==> config.mk <==
export PLATFORM = sky130hd
export DESIGN_NAME = dmi_arbiter
export DESIGN_NICKNAME = d
export VERILOG_FILES = /design/src/rtl/dmi_arbiter.sv
export SDC_FILE = /design/constraint.sdc
export NUM_CORES = 1
export LEC_CHECK = 0
export CORE_AREA = 3 3 40 42
export CTS_CLUSTER_DIAMETER = 50
export DETAILED_ROUTE_END_ITERATION = 8
export DIE_AREA = 0 0 43 45
export PLACE_DENSITY = 0.75
export SLEW_MARGIN = 10
export SYNTH_ARGS = -nofsm -noshare
export SYNTH_HDL_FRONTEND = slang
export SYNTH_SLANG_ARGS = --single-unit
==> constraint.sdc <==
create_clock -name clk -period 1.6 [get_ports clk]
set_input_delay 0.32 -clock clk [delete_from_list [all_inputs] [get_ports clk]]
set_output_delay 0.32 -clock clk [all_outputs]
set_load 0.01 [all_outputs]
==> src/rtl/dmi_arbiter.sv <==
// Round-robin 2:1 DMI arbiter (port 0 = JTAG DTM, port 1 = debug bridge), one transaction in flight.
// Latency: 3 cycles minimum per transaction; requests stall while busy, responses stall on owner ready.
// Optional response watchdog (TOUT state, resp_err_o) enabled by defining DMI_ARB_TIMEOUT_EN.
module dmi_arbiter #(
  parameter type         req_t          = logic,
  parameter type         resp_t         = logic,
  parameter int unsigned TIMEOUT_CYCLES = 1023
) (
  input  logic       clk,
  input  logic       rst_ni,
  input  logic       dmi_clear_i,
  input  req_t       req_i [1:0],
  input  logic [1:0] req_valid_i,
  output logic [1:0] req_ready_o,
  output resp_t      resp_o [1:0],
  output logic [1:0] resp_valid_o,
  input  logic [1:0] resp_ready_i,
  output logic [1:0] resp_err_o,
  output logic       dmi_clear_o,
  output req_t       dmi_req_o,
  output logic       dmi_req_valid_o,
  input  logic       dmi_req_ready_i,
  input  resp_t      dmi_resp_i,
  input  logic       dmi_resp_valid_i,
  output logic       dmi_resp_ready_o,
  output logic       busy_o,
  output logic       owner_o
);

`ifdef DMI_ARB_TIMEOUT_EN
  typedef enum logic [1:0] {IDLE = 2'd0, REQ = 2'd1, RESP = 2'd2, TOUT = 2'd3} state_e;
  localparam int unsigned CNT_W = $clog2(TIMEOUT_CYCLES + 1);
  logic [CNT_W-1:0] cnt_q;
`else
  typedef enum logic [1:0] {IDLE = 2'd0, REQ = 2'd1, RESP = 2'd2} state_e;
`endif

  state_e state_q, state_d;
  logic   owner_q, last_q, last_d;
  logic   clear_q;
  req_t   req_q;
  logic   gnt_vld;
  logic   gnt_idx;

  // Both valid: the port that did not complete last wins.
  always_comb begin
    gnt_vld = 1'b0;
    gnt_idx = 1'b0;
    if (state_q == IDLE && !dmi_clear_i) begin
      if (req_valid_i == 2'b11) begin
        gnt_vld = 1'b1;
        gnt_idx = ~last_q;
      end else if (req_valid_i[0]) begin
        gnt_vld = 1'b1;
        gnt_idx = 1'b0;
      end else if (req_valid_i[1]) begin
        gnt_vld = 1'b1;
        gnt_idx = 1'b1;
      end
    end
  end

  always_comb begin
    state_d          = state_q;
    last_d           = last_q;
    req_ready_o      = 2'b00;
    resp_o[0]        = '0;
    resp_o[1]        = '0;
    resp_valid_o     = 2'b00;
    dmi_req_valid_o  = 1'b0;
    dmi_resp_ready_o = 1'b0;
`ifdef DMI_ARB_TIMEOUT_EN
    resp_err_o       = 2'b00;
`endif
    case (state_q)
      IDLE: begin
        dmi_resp_ready_o = 1'b1;
        if (gnt_vld) begin
          req_ready_o[gnt_idx] = 1'b1;
          state_d              = REQ;
        end
      end
      REQ: begin
        // Clear takes priority over the downstream handshake.
        if (!dmi_clear_i) begin
          dmi_req_valid_o = 1'b1;
          if (dmi_req_ready_i) state_d = RESP;
        end
      end
      RESP: begin
        if (!dmi_clear_i) begin
          resp_o[owner_q]       = dmi_resp_i;
          resp_valid_o[owner_q] = dmi_resp_valid_i;
          dmi_resp_ready_o      = resp_ready_i[owner_q];
          if (dmi_resp_valid_i && resp_ready_i[owner_q]) begin
            last_d  = owner_q;
            state_d = IDLE;
          end
`ifdef DMI_ARB_TIMEOUT_EN
          else if (!dmi_resp_valid_i && cnt_q == CNT_W'(TIMEOUT_CYCLES - 1)) begin
            state_d = TOUT;
          end
`endif
        end
      end
`ifdef DMI_ARB_TIMEOUT_EN
      TOUT: begin
        if (!dmi_clear_i) begin
          resp_valid_o[owner_q] = 1'b1;
          resp_err_o[owner_q]   = 1'b1;
          dmi_resp_ready_o      = 1'b1;
          if (resp_ready_i[owner_q]) begin
            last_d  = owner_q;
            state_d = IDLE;
          end
        end
      end
`endif
      default: state_d = IDLE;
    endcase
    if (dmi_clear_i) state_d = IDLE;
  end

`ifndef DMI_ARB_TIMEOUT_EN
  assign resp_err_o = 2'b00;
`endif

  always_ff @(posedge clk or negedge rst_ni) begin
    if (!rst_ni) begin
      state_q <= IDLE;
      owner_q <= 1'b0;
      last_q  <= 1'b1;
      req_q   <= '0;
      clear_q <= 1'b0;
    end else begin
      state_q <= state_d;
      last_q  <= last_d;
      clear_q <= dmi_clear_i;
      if (gnt_vld) begin
        req_q   <= req_i[gnt_idx];
        owner_q <= gnt_idx;
      end
    end
  end

`ifdef DMI_ARB_TIMEOUT_EN
  // Counts RESP cycles spent waiting; restarts on every entry to RESP.
  always_ff @(posedge clk or negedge rst_ni) begin
    if (!rst_ni) begin
      cnt_q <= '0;
    end else if (state_q != RESP) begin
      cnt_q <= '0;
    end else if (!dmi_resp_valid_i) begin
      cnt_q <= cnt_q + 1'b1;
    end
  end
`endif

  assign dmi_req_o   = req_q;
  assign dmi_clear_o = clear_q;
  assign busy_o      = (state_q != IDLE);
  assign owner_o     = owner_q;

endmodule

# After elaboration in Yosys (flattened, before gate mapping)
# Cells that the tools add are included.
[classes]
n_reduce_logical = 9
mul = 0
addsub = 0
n_bitwise = 4
eq_ne = 6
shift = 0
muxes = 30
n_div = 0
n_lt_le_gt_ge = 4
[ops]
columns = ["operator", "count"]
rows = [
  ["$mux 2", 10],
  ["$mux 1", 16],
  ["$ne 3x3->1 const B", 3],
  ["$pmux 2 s3", 1],
  ["$reduce_and 3->1", 2],
  ["$and 2x2->2", 2],
  ["$eq 2x2->1 const B", 2],
  ["$logic_and 1x1->1", 4],
  ["$lt 1x2->1 const B", 2],
  ["$demux 1 s1", 2],
  ["$eq 2x1->1 const B", 1],
  ["$ge 1x1->1 const B", 2],
  ["$logic_not 2->1", 1],
  ["$not 1->1", 2],
  ["$pmux 1 s2", 1],
  ["$reduce_bool 2->1", 1],
  ["$logic_not 1->1", 1],
]
[word_totals]
mem_count = 0
mem_bits_ro = 0
latchBits = 0
word_cells = 58
input_bits = 12
ram_bits = 0
ff_bits = 6

# Depth between registers and ports, before layout
[logic_depth]
ltp_word = 10
ltp_mapped = 3
mapped_depth_nobuf = 3

# Worst setup path before layout
# Ideal clock, no wire load.
[synth_timing]
path_kind = "register to output"
startpoint = "reg owner_q (netlist: owner_o)"
endpoint = "out dmi_resp_ready_o"
path_buffers = 0
path_stages_with_launch = 4
path_slack_ns = 0.318
required_ns = 1.280
arrival_ns = 0.962
path_cell_list = "dfrtp_1 -> mux2_4 -> nand2_1 -> a21oi_1"
[synth_via]
elab_chain_len = 4
[synth_rtl]
columns = ["element", "line_no", "rtl"]
rows = [
  ["start: declaration", "39", "logic owner_q, last_q, last_d;"],
  ["start signal: assignment", "141", "owner_q <= gnt_idx;"],
  ["$mux 1 (implied by the code) (2 in series)", "94", "dmi_resp_ready_o = resp_ready_i[owner_q];"],
  ["$mux 1", "91", "if (!dmi_clear_i) begin"],
  ["$pmux 1 s2", "75", "case (state_q)"],
  ["end: declaration", "25", "output logic dmi_resp_ready_o,"],
]
# Every way passes these cells. The select of a mux whose other input is x is not followed.

# Final worst setup path
[layout_timing]
startpoint = "reg state_q[1]"
endpoint = "out req_ready_o[1]"
[layout_via]
elab_chain_len = 9
[layout_rtl]
columns = ["element", "line_no", "rtl"]
rows = [
  ["start: declaration", "38", "state_e state_q, state_d;"],
  ["start signal: assignment", "136", "state_q <= state_d;"],
  ["$logic_not 2->1 *", "49, 75", ""],
  ["$logic_and 1x1->1", "49", "if (state_q == IDLE && !dmi_clear_i) begin"],
  ["$mux 1", "49", ""],
  ["$lt 1x2->1 (implied by the code) or $ge 1x1->1 (tied branches)", "79", "req_ready_o[gnt_idx] = 1'b1;"],
  ["$logic_and 1x1->1 (implied by the code)", "79", ""],
  ["$mux 1 (implied by the code)", "79", ""],
  ["$demux 1 s1", "79", ""],
  ["$mux 2", "78", "if (gnt_vld) begin"],
  ["$mux 2 *", "75", ""],
  ["end: declaration", "14", "output logic [1:0] req_ready_o,"],
]
# Mark *: on every way between the ends. The rest lies on a longest branch, timed or not.

==> impl_metrics.toml <==
[run_status]
status = "complete, but fails checks"
violations = "negative setup slack"

[worst_setup_path]
crit_path_start_kind = "flip-flop"
worstPathCellList = "nor3_2, buf_4, and3_4, buf_6"
cp_slowest_cell = "dfrtp_1"
endpoint_kind = "output port"
cp_slowest_stage_delay_ns = 0.41
critPathKind = "flip-flop to output port"
critPathTopFamily = "flip-flops"
path_buf_inv = 2
critPathMaxFanout = 4
arrival_ns = 1.30
required_ns = 1.28

[timing]
maxSlewViolCount = 0
finalCriticalPeriod_ns = 1.62
finalSetupTns_ns = -0.0230
hold_violations = 0
fmax_mhz = 617
setup_violations = 2
finalCritPeriodShare_pct = 101
skew_ns = 0.00466
hold_slack_ns = 0.306
rsz0062_at_grt = "true"
fin_ws_ns = -0.0205

[layout]
fin_area_sq_um = 815
fin_util_pct = 63.4
final_cell_mix = "17 x buf_4, 11 x clkdlybuf4s50_1, 6 x buf_2"
final_common_cell = "buf_4"
drive_gt1_share_pct = 55.8
fin_nets = 99
n_antenna_cell = 0
area_growth_pct = 106
fin_cells = 101

[yosys]
yosysTopAreaCell = "dfrtp_1"
syn_area_per_cell_sq_um = 9.41
yosysWarnings = 0
ys_types = 25
synth_fa_ha_area_share_pct = 0
synth_area_leaders = "dfrtp_1 32%, mux2_4 7.6%, dfstp_2 6.6%, and4bb_4 4.1%, buf_4 3.8%"
synth_area_sq_um = 395
seq_area_frac_synth_pct = 38.3
ys_ff_latch = 6
syn_inst = 42
yosysTopAreaCellShare_pct = 31.6
synthSimpleGateAreaFrac_pct = 33.2
synthFlopType = "dfrtp_1"
synth_compound_area_share_pct = 13.3
synth_top_family_by_area = "simple AND/OR/NAND/NOR gates"
synthMuxAreaShare_pct = 7.59
synthArstFlopShare_pct = 100
synth_edf_count = 0
synthXorXnorAreaFrac_pct = 0

[drt]
wl_per_cell_microns = 12.9
met3_length_microns = 82
dr.pass1.iters = 4
drt-initial-drc-count = 10
routed.top_layer = "met4"
vias = 484
via_per_inst = 4.79
drc = 0
wirelength_microns = 1300
ant_nets = 0
wl_met1_microns = 498
route.met2.wl_microns = 686

[power_and_ir_drop]
power.internal_uw = 484
pwr-share-seq_pct = 31.1
max-vdd-ir-drop_v = 0.000517
p_sw_share_pct = 30.9
combPwrFrac_pct = 45.7
cellPowerDensity_mw_per_mm2 = 860
power.total_uw = 700
pwr-share-clk_pct = 23.2
power.leakage_nw = 0.404
switchingPower_uw = 216

[global_routing]
grt_use_total_pct = 13.7
grt_overflow = 0
antenna_found_initial = 0
grt_start_max_net_pins = 8
grt_pass1_wl_microns = 1870
grt_pass1_vias = 435

[floorplan]
design.die.area_sq_mm = 0.00194
die_y_microns = 45
core_area_sq_mm = 0.00128
pin_count = 26
start_util_pct = 30.8
fp-row-count = 13
fp.dieW_microns = 43

[clock_network]
postCtsHoldBufs = 0
clock_path_buffers = 2
clock_sinks = 6
cts_tree = "done"
cts_buffers = 3
clk_latency_ns = 0.26
ctsHtreeMaxLevel = 1
clkTransAtPathRegs_ns = 0.05
clk_root_buffer_cell = "clkbuf_4"

[flow_run]
maxCapViolations = 0

[placed_design]
place_ws_ns = -0.501
gp_congestion = 0.732
dpl.hpwl_microns = 889
dp.cells = 90
postPlaceCellArea_sq_um = 716
port_buffers = 23

[min_path]
min_path_type = "input port to async pin"
==> cells in the mapped netlist, types with 2 or more instances <==
cell type / number
nor2b_1: 2
nor3_1: 2
inv_1: 3
nand2b_1: 2
dfrtp_1: 5
buf_4: 2
nand2_1: 4
mux2_4: 2
nor2_1: 2
a21oi_1: 2
and3_1: 2
==> flip-flops by register name, summed over array words and instances (netlist names) <==
signal and count:
dmi_clear_o 1, state_q 2, owner_o 1, dmi_req_o 1
last_q 1
==> final timing paths <==
check	startpoint	end	slack [ns]	cells past startpoint
hold / removal	rst_ni	owner_o	0.31	1
setup / recovery	state_q[1]	req_ready_o[1]	-0.02	4
hold reg to reg	dmi_req_o	dmi_req_o	0.55	1
setup reg to reg	state_q[1]	dmi_req_o	0.08	8
min in group clk	dmi_clear_i	dmi_clear_o	0.53	2
max in group asynchronous	rst_ni	last_q	1.02	1
==> routing by layer <==
metal	vias to the layer above	track usage, %
met3	5	5.18
met5	-	0
li1	231	-
met4	0	9.04
met1	230	14.2
met2	18	23.1
==> repair_timing <==
item	4_1_cts	5_1_grt
setup buffers	9	2
endpoints found under the setup margin	10	12
pin swaps	2	5
gates resized for setup	41	14
==> power groups by stage <==
stage	registers (mW)	clock network, mW	logic (mW)
after global routing	0.221	0.188	0.342
final	0.218	0.162	0.320
after detailed placement	0.214	0	0.277
after floorplan	0.225	0	0.107
after CTS	0.213	0.159	0.290
after global placement	0.215	0	0.276
==> layout make-up <==
| cell class | instances | area [sq um] |
|---|---|---|
| Sequential cell | 6 | 153 |
| Tap cell | 15 | 18.8 |
| Inverter | 3 | 11.3 |
| Multi-Input combinational cell | 32 | 267 |
| Fill cell | 116 | 470 |
| Timing Repair Buffer | 41 | 339 |
| Clock buffer | 4 | 26.3 |
==> kinds of logic (layout without fill, tap and decap cells) <==
| kind of cell | Yosys count | count (layout) |
|---|---|---|
| DFF | 6 | 6 |
| and+or+nand+nor | 21 | 21 |
| buffers and inverters | 5 | 48 |
| muxes | 2 | 2 |
| other | 1 | 2 |
| AOI/OAI and AO/OA | 7 | 7 |
Power figures use the tool's default switching activity.
